==> src/rtl/debounce_edge_det.sv <==
// -----------------------------------------------------------------------------
// debounce_edge_det
//
// Purpose
//   Synchronizes a raw asynchronous level (switch or pin) through two flops,
//   debounces it with a four-state qualification FSM, and reports accepted
//   level changes as a registered level, one-cycle rise/fall pulses and a
//   wrapping change counter.
//
// Parameters
//   STABLE_CNT : consecutive stable synchronized cycles needed to accept a
//                change (legal 2..255)
//   CNT_W      : debounce counter width, must hold STABLE_CNT
//
// Ports
//   clk        in   1  clock, all state updates on rising edge
//   reset      in   1  asynchronous, active-low reset
//   en         in   1  when 0 the FSM and counter hold (synchronizer still runs)
//   din        in   1  raw asynchronous level
//   q          out  1  registered debounced level
//   rise       out  1  one-cycle pulse on an accepted 0->1 change of q
//   fall       out  1  one-cycle pulse on an accepted 1->0 change of q
//   busy       out  1  high while a candidate change is being qualified
//   edge_cnt   out  8  accepted change count, wraps modulo 256
//   fsm_state  out  2  current FSM state (0 ST_LO, 1 CHK_HI, 2 ST_HI, 3 CHK_LO)
//
// Handshake: none. din is a free-running level; outputs are plain levels and
// single-cycle pulses with no valid/ready flow control.
// -----------------------------------------------------------------------------
`default_nettype none

module debounce_edge_det #(
    parameter int STABLE_CNT = 4,
    parameter int CNT_W      = 8
) (
    input  logic       clk,
    input  logic       reset,
    input  logic       en,
    input  logic       din,
    output logic       q,
    output logic       rise,
    output logic       fall,
    output logic       busy,
    output logic [7:0] edge_cnt,
    output logic [1:0] fsm_state
);

    typedef enum logic [1:0] {
        ST_LO  = 2'd0,
        CHK_HI = 2'd1,
        ST_HI  = 2'd2,
        CHK_LO = 2'd3
    } state_t;

    localparam logic [CNT_W-1:0] CNT_ZERO = '0;
    localparam logic [CNT_W-1:0] CNT_ONE  = CNT_W'(1);
    // Entering CHK already counts as the first stable cycle, so acceptance
    // happens when the count has reached STABLE_CNT-1 and sync2 still agrees.
    localparam logic [CNT_W-1:0] CNT_LAST = CNT_W'(STABLE_CNT - 1);

    logic             sync1;
    logic             sync2;
    state_t           state;
    state_t           state_n;
    logic [CNT_W-1:0] cnt;
    logic [CNT_W-1:0] cnt_n;
    logic             q_n;
    logic             rise_n;
    logic             fall_n;
    logic [7:0]       edge_cnt_n;

    // Two-flop synchronizer, independent of en.
    always_ff @(posedge clk or negedge reset) begin
        if (!reset) begin
            sync1 <= 1'b0;
            sync2 <= 1'b0;
        end else begin
            sync1 <= din;
            sync2 <= sync1;
        end
    end

    // State register; q, pulses and the change counter are registered here
    // too so the pulses line up with the first cycle q shows its new value.
    always_ff @(posedge clk or negedge reset) begin
        if (!reset) begin
            state    <= ST_LO;
            cnt      <= CNT_ZERO;
            q        <= 1'b0;
            rise     <= 1'b0;
            fall     <= 1'b0;
            edge_cnt <= 8'd0;
        end else begin
            state    <= state_n;
            cnt      <= cnt_n;
            q        <= q_n;
            rise     <= rise_n;
            fall     <= fall_n;
            edge_cnt <= edge_cnt_n;
        end
    end

    // Next-state logic. Pulses default low so they last exactly one cycle,
    // even when en drops right after an acceptance.
    always_comb begin
        state_n    = state;
        cnt_n      = cnt;
        q_n        = q;
        rise_n     = 1'b0;
        fall_n     = 1'b0;
        edge_cnt_n = edge_cnt;

        if (en) begin
            case (state)
                ST_LO: begin
                    if (sync2) begin
                        state_n = CHK_HI;
                        cnt_n   = CNT_ONE;
                    end
                end
                CHK_HI: begin
                    if (!sync2) begin
                        state_n = ST_LO;
                        cnt_n   = CNT_ZERO;
                    end else if (cnt >= CNT_LAST) begin
                        state_n    = ST_HI;
                        cnt_n      = CNT_ZERO;
                        q_n        = 1'b1;
                        rise_n     = 1'b1;
                        edge_cnt_n = edge_cnt + 8'd1;
                    end else begin
                        cnt_n = cnt + CNT_ONE;
                    end
                end
                ST_HI: begin
                    if (!sync2) begin
                        state_n = CHK_LO;
                        cnt_n   = CNT_ONE;
                    end
                end
                CHK_LO: begin
                    if (sync2) begin
                        state_n = ST_HI;
                        cnt_n   = CNT_ZERO;
                    end else if (cnt >= CNT_LAST) begin
                        state_n    = ST_LO;
                        cnt_n      = CNT_ZERO;
                        q_n        = 1'b0;
                        fall_n     = 1'b1;
                        edge_cnt_n = edge_cnt + 8'd1;
                    end else begin
                        cnt_n = cnt + CNT_ONE;
                    end
                end
                default: begin
                    state_n = ST_LO;
                    cnt_n   = CNT_ZERO;
                end
            endcase
        end
    end

    // Output logic decoded from the registered state only, so busy is glitch
    // free and clears immediately with the asynchronous reset.
    always_comb begin
        busy      = (state == CHK_HI) || (state == CHK_LO);
        fsm_state = state;
    end

endmodule

`default_nettype wire

==> config.mk <==
export PLATFORM = sky130hd
export DESIGN_NAME = debounce_edge_det
export DESIGN_NICKNAME = d
export VERILOG_FILES = /design/src/rtl/debounce_edge_det.sv
export SDC_FILE = /design/constraint.sdc
export NUM_CORES = 1
export LEC_CHECK = 0
export ABC_AREA = 1
export CAP_MARGIN = 20
export CORE_MARGIN = 5
export CORE_UTILIZATION = 45
export CTS_CLUSTER_DIAMETER = 150
export DETAILED_ROUTE_END_ITERATION = 6
export PLACE_DENSITY_LB_ADDON = 0.05
export SETUP_SLACK_MARGIN = 0.15
export SYNTH_ARGS = -nofsm -noshare
export SYNTH_HDL_FRONTEND = slang
export SYNTH_SLANG_ARGS = --single-unit
==> constraint.sdc <==
create_clock -name clk -period 1.55 [get_ports clk]
set_input_delay 0.31 -clock clk [delete_from_list [all_inputs] [get_ports clk]]
set_output_delay 0.31 -clock clk [all_outputs]
set_load 0.02 [all_outputs]
==> results of run 1 <==
per-stage QoR:
step                total power, mW  hold WS (ns)  setup WS [ns]  util (%)
finish                        1.636        0.3230         0.2019     55.81
global route                  1.774        0.3281         0.1510     55.81
CTS                           1.687        0.3196        0.09837     56.73
detailed placement            1.446        0.3623        0.01280     55.91
global placement              1.437        0.3331        0.03731     55.91
floorplan                     1.184       0.01441         0.3622         -
final timing paths:
path                        startpoint     endpoint  slack [ns]  depth (start not counted)
setup reg to reg                cnt[0]     register        0.27                          7
setup / recovery           edge_cnt[5]  edge_cnt[5]        0.20                          1
hold / removal                   reset            q        0.32                          2
max in group asynchronous        reset  edge_cnt[4]        0.99                          2
min in group clk                 sync1        sync2        0.38                          0
hold reg to reg                  sync1        sync2        0.38                          0
cells by family (layout without fill, tap and decap cells):
| kind of cell | after synthesis | count (layout) | share of synthesized area (%) |
|---|---|---|---|
| xor gates and xnor gates | 3 | 3 | 2.308 |
| and+or+nand+nor | 81 | 81 | 33.52 |
| buffers and inverters | 21 | 45 | 7.142 |
| DFF | 23 | 23 | 50.55 |
| AOI/OAI and AO/OA | 7 | 7 | 4.286 |
| adders and majority gates | 2 | 2 | 2.197 |
placed cells by master (no fill, tap or decap), types with 3 or more instances in the layout:
cell type and count:
nand2_1 48, dfrtp_1 21, inv_1 18, nor2_1 9, nor2_2 6, nand2_2 6, nand3_1 6, clkbuf_2 6
dlygate4sd2_1 4, buf_4 4, o21ai_1 3, clkbuf_4 3, clkdlybuf4s50_1 3
power groups by stage:
stage	combinational, mW	clock, mW	sequential, mW
3_3_place_gp	0.673	0	0.763
6_report	0.608	0.279	0.749
4_1_cts	0.639	0.296	0.751
2_1_floorplan	0.340	0	0.844
3_5_place_dp	0.680	0	0.766
5_1_grt	0.688	0.324	0.762
per-layer routing:
layer  vias to the layer above  track usage (%)
li1                        460                -
met1                       392            17.67
met2                        22            20.99
met3                         5            2.592
met4                         0            6.646
met5                         -                0
layout make-up:
class,count,share of cell area [%]
Inverter,20,5.662
Sequential cell,23,42.19
Clock inverter,1,0.3653
Multi-Input combinational cell,93,35.16
Timing Repair Buffer,21,12.24
Tap cell,30,2.740
Clock buffer,3,1.644
flip-flops by register name, summed over array words and instances, names as in the netlist, named ones only:
register,count
fall,1
fsm_state,1
sync1,1
q,1
cnt,8
rise,1
sync2,1
edge_cnt,8
timing repair:
action	CTS	global route
cloned	0	0
setup endpoints to repair	14	10
hold buffers	0	0
pin swaps	0	0
gates resized for setup	22	12
==> impl_metrics.csv, run 1 <==
group,metric,value,unit
synthesis,synth_edf_count,0,
synthesis,synth_top_area_cell,"dfrtp_1",
final_layout,drive_above_1_share,22.36,%
timing,grt_setup_unrepaired,"false",
timing,slew_violations,0,
min_path,hp-class,"input pin to async pin",
timing,slew_headroom,80.72,%
cts,clockBufferDepth,2,
final_layout,nFillCells,240,
power_and_ir_drop,p_int,0.9987,mW
setup_path,worstSetupPathType,"register to output pin",
setup_path,max_stage_delay,0.46,ns
place,placed_area,0.001373,sq mm
cts,cts_buffers,3,
synthesis,syn_avg_cell_area,8.311,sq um
detailed_routing,wire_per_inst,10.44,microns
cts,cts-root-buf,"clkbuf_4",
cts,cts_setup_buffers,0,
place,gp_congestion,0.8316,
power_and_ir_drop,clkPwrFrac,17.1,%
final_layout,seqCellArea,578.1,sq um
synthesis,syn_inst,137,
setup_path,crit_path_cell_trace,"clkdlybuf4s15_2",
floorplan,dieWidth,60.30,microns
grt,antenna_found_initial,0,
power_and_ir_drop,p_per_area,1194,mW/mm^2
setup_path,required,1.24,ns
floorplan,die_area,0.003636,sq mm
run,max-cap-violations,0,
grt,grt_pass1_vias,866,
final_layout,nNetsFinal,168,
final_layout,multi_input_area,481.7,sq um
detailed_routing,wl_met3,111,microns
grt,grt_max_degree,24,
synthesis,ys_async_sr_fraction,100.0,%
synthesis,syn_area,0.001139,sq mm
place,dp_hpwl,1535,microns
synthesis,synth_top_area_share,50.55,%
floorplan,start_util,46.38,%
timing,setup-tns-final,0,ns
timing,timing.fmax,741.8,MHz
synthesis,synth.most_common_cell,"nand2_1",
cts,clock_latency,0.32,ns
grt,grt-ovfl-total,0,
detailed_routing,drt_first_pass_iters,4,
grt,grt_pass1_wl,3636,microns
floorplan,ios,18,
synthesis,ys_top_cells_by_count,"48 x nand2_1, 23 x dfrtp_1, 18 x inv_1, 9 x nor2_1",
power_and_ir_drop,swShare,38.95,%
setup_path,cp-start-kind,"register",
detailed_routing,routed_wl,1994,microns
power_and_ir_drop,combPwrFrac,37.1,%
synthesis,yosysUniqueCellTypes,22,
setup_path,critical_path.top_delay_family,"flip-flops",
detailed_routing,top_layer,"met4",
cts,htreeDepth,1,
synthesis,yosysSeqAreaShare,50.55,%
detailed_routing,drt_iter0_drc,29,
timing,tightest_slew,0.2892,ns
synthesis,ys_seq_elements,23,
place,io_buffers,17,
final_layout,antenna_cells,0,
synthesis,synth_ff_type,"dfrtp_1",
outcome,status,"completed",
floorplan,chipHeight,60.30,microns
setup_path,worst_ep_arrival_time,1.04,ns
detailed_routing,wl_met1,913,microns
place,dpl.cell_count,187,
detailed_routing,vias,879,
timing,fin_crit,1.348,ns
synthesis,synthTopCellsByArea,"dfrtp_1 51%, nand2_1 16%, inv_1 5.9%, nand2_2 3.3%, nor2_2 3.3%",
detailed_routing,via_per_inst,4.602,
setup_path,end_kind,"output pin",
cts,cts.sinks,23,
setup_path,cp_slowest_cell,"dfrtp_2",
power_and_ir_drop,ir_drop,0.7192,mV
detailed_routing,drc,0,
grt,grt_usage,13.41,%
power_and_ir_drop,p_switching,0.6372,mW
timing,setup_viol,0,
cts,cts_tree,"done",
detailed_routing,met2_length,920,microns
detailed_routing,ant_nets,0,
setup_path,crit_path_max_fanout,6,
power_and_ir_drop,p_leak,0.7466,nW
floorplan,placementRows,18,
synthesis,synth_fp_nets,143,
cts,clk_pin_slew_worst_paths,0.13,ns
final_layout,postLayoutCellArea,0.001370,sq mm
final_layout,area_growth,20.33,%
timing,finalCritPeriodShare,86.97,%
power_and_ir_drop,sequentialPowerShare,45.8,%
timing,finClkSkew,0.004290,ns
setup_path,crit_buf_inv,1,
timing,final_hold_viol_count,0,
floorplan,coreArea,0.002455,sq mm
synthesis,yosys_warnings,0,
final_layout,fin_cells,191,
Power figures use the tool's default switching activity.
==> inputs of run 2 (changes only) <==
--- a/config.mk
+++ b/config.mk
@@ -7,8 +7,10 @@
 export LEC_CHECK = 0
 export ABC_AREA = 1
 export CAP_MARGIN = 20
+export CELL_PAD_IN_SITES_DETAIL_PLACEMENT = 0
+export CELL_PAD_IN_SITES_GLOBAL_PLACEMENT = 1
 export CORE_MARGIN = 5
-export CORE_UTILIZATION = 45
+export CORE_UTILIZATION = 38
 export CTS_CLUSTER_DIAMETER = 150
 export DETAILED_ROUTE_END_ITERATION = 6
 export PLACE_DENSITY_LB_ADDON = 0.05
==> run 2 against run 1 <==
Against the previous run: setup slack got worse by 0.0037 ns; combinational power rose by 5.4%; critical endpoint unchanged; total power up 2.6%; clock skew is essentially flat; utilization down 5.6 points; largest power group unchanged; die area rose by 15%; register-to-register slack hardly changed; sequential cell count stayed put.
==> impl_metrics.csv, run 2 (synthesized netlist as in run 1, its figures left out) <==
group,metric,value,unit
power_and_ir_drop,p_leak,0.7642,nW
timing,setup-tns-final,0,ns
setup_path,end_kind,"output pin",
setup_path,cp-start-kind,"register",
setup_path,reg2reg_slack,0.28,ns
cts,clock_latency,0.32,ns
setup_path,r2r-start,"cnt[0]",
detailed_routing,drt_iter0_drc,27,
setup_path,cp_slowest_cell,"dfrtp_2",
timing,finalCritPeriodShare,87.21,%
grt,grt-ovfl-total,0,
setup_path,worstSetupPathType,"register to output pin",
final_layout,multi_input_area,486.7,sq um
run,max-cap-violations,0,
final_layout,area_growth,23.74,%
final_layout,postLayoutCellArea,0.001409,sq mm
floorplan,ios,18,
power_and_ir_drop,p_per_area,1191,mW/mm^2
grt,grt_max_degree,24,
setup_path,critical_path.top_delay_family,"flip-flops",
detailed_routing,routed_wl,2129,microns
power_and_ir_drop,ir_drop,0.5557,mV
timing,slew_headroom,80.84,%
setup_path,reg2regPathDepth,6,
grt,grt_usage,11.29,%
grt,antenna_found_initial,0,
power_and_ir_drop,sequentialPowerShare,44.5,%
place,gp_congestion,0.7892,
final_layout,top_regs,"cnt: 8 flops, edge_cnt: 8 flops",
power_and_ir_drop,combPwrFrac,38.2,%
setup_path,required,1.24,ns
floorplan,placementRows,19,
cts,cts_buffers,3,
setup_path,max_stage_delay,0.46,ns
place,dpl.cell_count,190,
cts,cts_tree,"done",
floorplan,die_area,0.004191,sq mm
grt,grt_pass1_wl,3698,microns
detailed_routing,wire_per_inst,10.92,microns
final_layout,seqCellArea,576.8,sq um
final_layout,drive_above_1_share,21.95,%
floorplan,dieWidth,64.74,microns
cts,cts-root-buf,"clkbuf_4",
setup_path,r2r-end,"edge_cnt[0]",
place,io_buffers,17,
detailed_routing,drt_first_pass_iters,4,
floorplan,chipHeight,64.74,microns
floorplan,start_util,40.59,%
timing,final_hold_viol_count,0,
outcome,status,"completed",
timing,setup_viol,0,
power_and_ir_drop,swShare,38.95,%
floorplan,coreArea,0.002805,sq mm
detailed_routing,vias,881,
power_and_ir_drop,p_switching,0.6536,mW
final_layout,final_cell_mix,"48 x nand2_1, 22 x dfrtp_1, 18 x inv_1",
timing,slew_violations,0,
cts,htreeDepth,1,
power_and_ir_drop,clkPwrFrac,17.3,%
setup_path,crit_path_cell_trace,"clkdlybuf4s15_2",
final_layout,nNetsFinal,171,
detailed_routing,drc,0,
timing,tightest_slew,0.2875,ns
cts,hold_buffers,0,
setup_path,crit_path_max_fanout,6,
timing,finClkSkew,0.004665,ns
detailed_routing,via_per_inst,4.518,
cts,cts.sinks,23,
min_path,hp-class,"input pin to async pin",
grt,grt_pass1_vias,837,
cts,clockBufferDepth,2,
timing,fin_crit,1.352,ns
timing,timing.fmax,739.8,MHz
setup_path,worst_ep_arrival_time,1.04,ns
final_layout,fin_cells,195,
place,placed_area,0.001389,sq mm
setup_path,crit_buf_inv,1,
place,dp_hpwl,1607,microns
cts,clk_pin_slew_worst_paths,0.13,ns
final_layout,nFillCells,291,
timing,grt_setup_unrepaired,"false",
final_layout,antenna_cells,0,
detailed_routing,ant_nets,0,
final_layout,final_common_cell,"nand2_1",
power_and_ir_drop,p_int,1.024,mW
[run 2: worst max path at each step]
stage                      from     endpoint  slack, ns  depth (start not counted)
global route        edge_cnt[7]  edge_cnt[7]       0.15                          1
floorplan                cnt[0]     register       0.36                          7
finish              edge_cnt[5]  edge_cnt[5]       0.20                          1
detailed placement           en  edge_cnt[5]       0.03                          8
global placement             en  edge_cnt[0]       0.06                          8
CTS                 edge_cnt[4]  edge_cnt[4]       0.10                          1
[run 2: power by group through the flow]
stage	logic, mW	registers [mW]	clock network, mW
floorplan	0.340	0.844	0
global placement	0.688	0.764	0
detailed placement	0.688	0.766	0
CTS	0.648	0.753	0.305
global route	0.719	0.760	0.326
finish	0.641	0.747	0.290
[run 2: through the flow]
step	hold WS, ns	worst slack [ns]	power [mW]	utilization, %
3_3_place_gp	0.3356	0.06384	1.452	49.51
2_1_floorplan	0.01441	0.3622	1.184	-
3_5_place_dp	0.3387	0.02881	1.453	49.51
5_1_grt	0.3398	0.1502	1.805	50.22
6_report	0.3257	0.1982	1.678	50.22
4_1_cts	0.3289	0.1001	1.706	50.27
[run 2: per-layer routing]
layer / wire, microns / global-route usage (%)
met1: 1128 / 15.38
met2: 879 / 16.99
met3: 78 / 2.418
met4: 43 / 5.541
met5: 0 / 0
[run 2: timing repair]
action / in CTS / in global routing
gates resized for setup: 21 / 10
setup endpoints to repair: 14 / 12
setup buffers: 0 / 1
pin swaps: 0 / 2
gates cloned: 0 / 0
[run 2: area by class of cell]
class,count,area share [%]
Clock buffer,3,1.599
Clock inverter,1,0.5329
Inverter,20,5.506
Multi-Input combinational cell,93,34.55
Sequential cell,23,40.94
Tap cell,31,2.753
Timing Repair Buffer,24,14.12
==> inputs of run 3 (changes only) <==
--- a/config.mk
+++ b/config.mk
@@ -13,6 +13,7 @@
 export CORE_UTILIZATION = 38
 export CTS_CLUSTER_DIAMETER = 150
 export DETAILED_ROUTE_END_ITERATION = 6
+export HOLD_SLACK_MARGIN = 0.12
 export PLACE_DENSITY_LB_ADDON = 0.05
 export SETUP_SLACK_MARGIN = 0.15
 export SYNTH_ARGS = -nofsm -noshare
==> results of run 3 <==
Same layout as run 2: the final DEF is identical, and so are final timing and power.
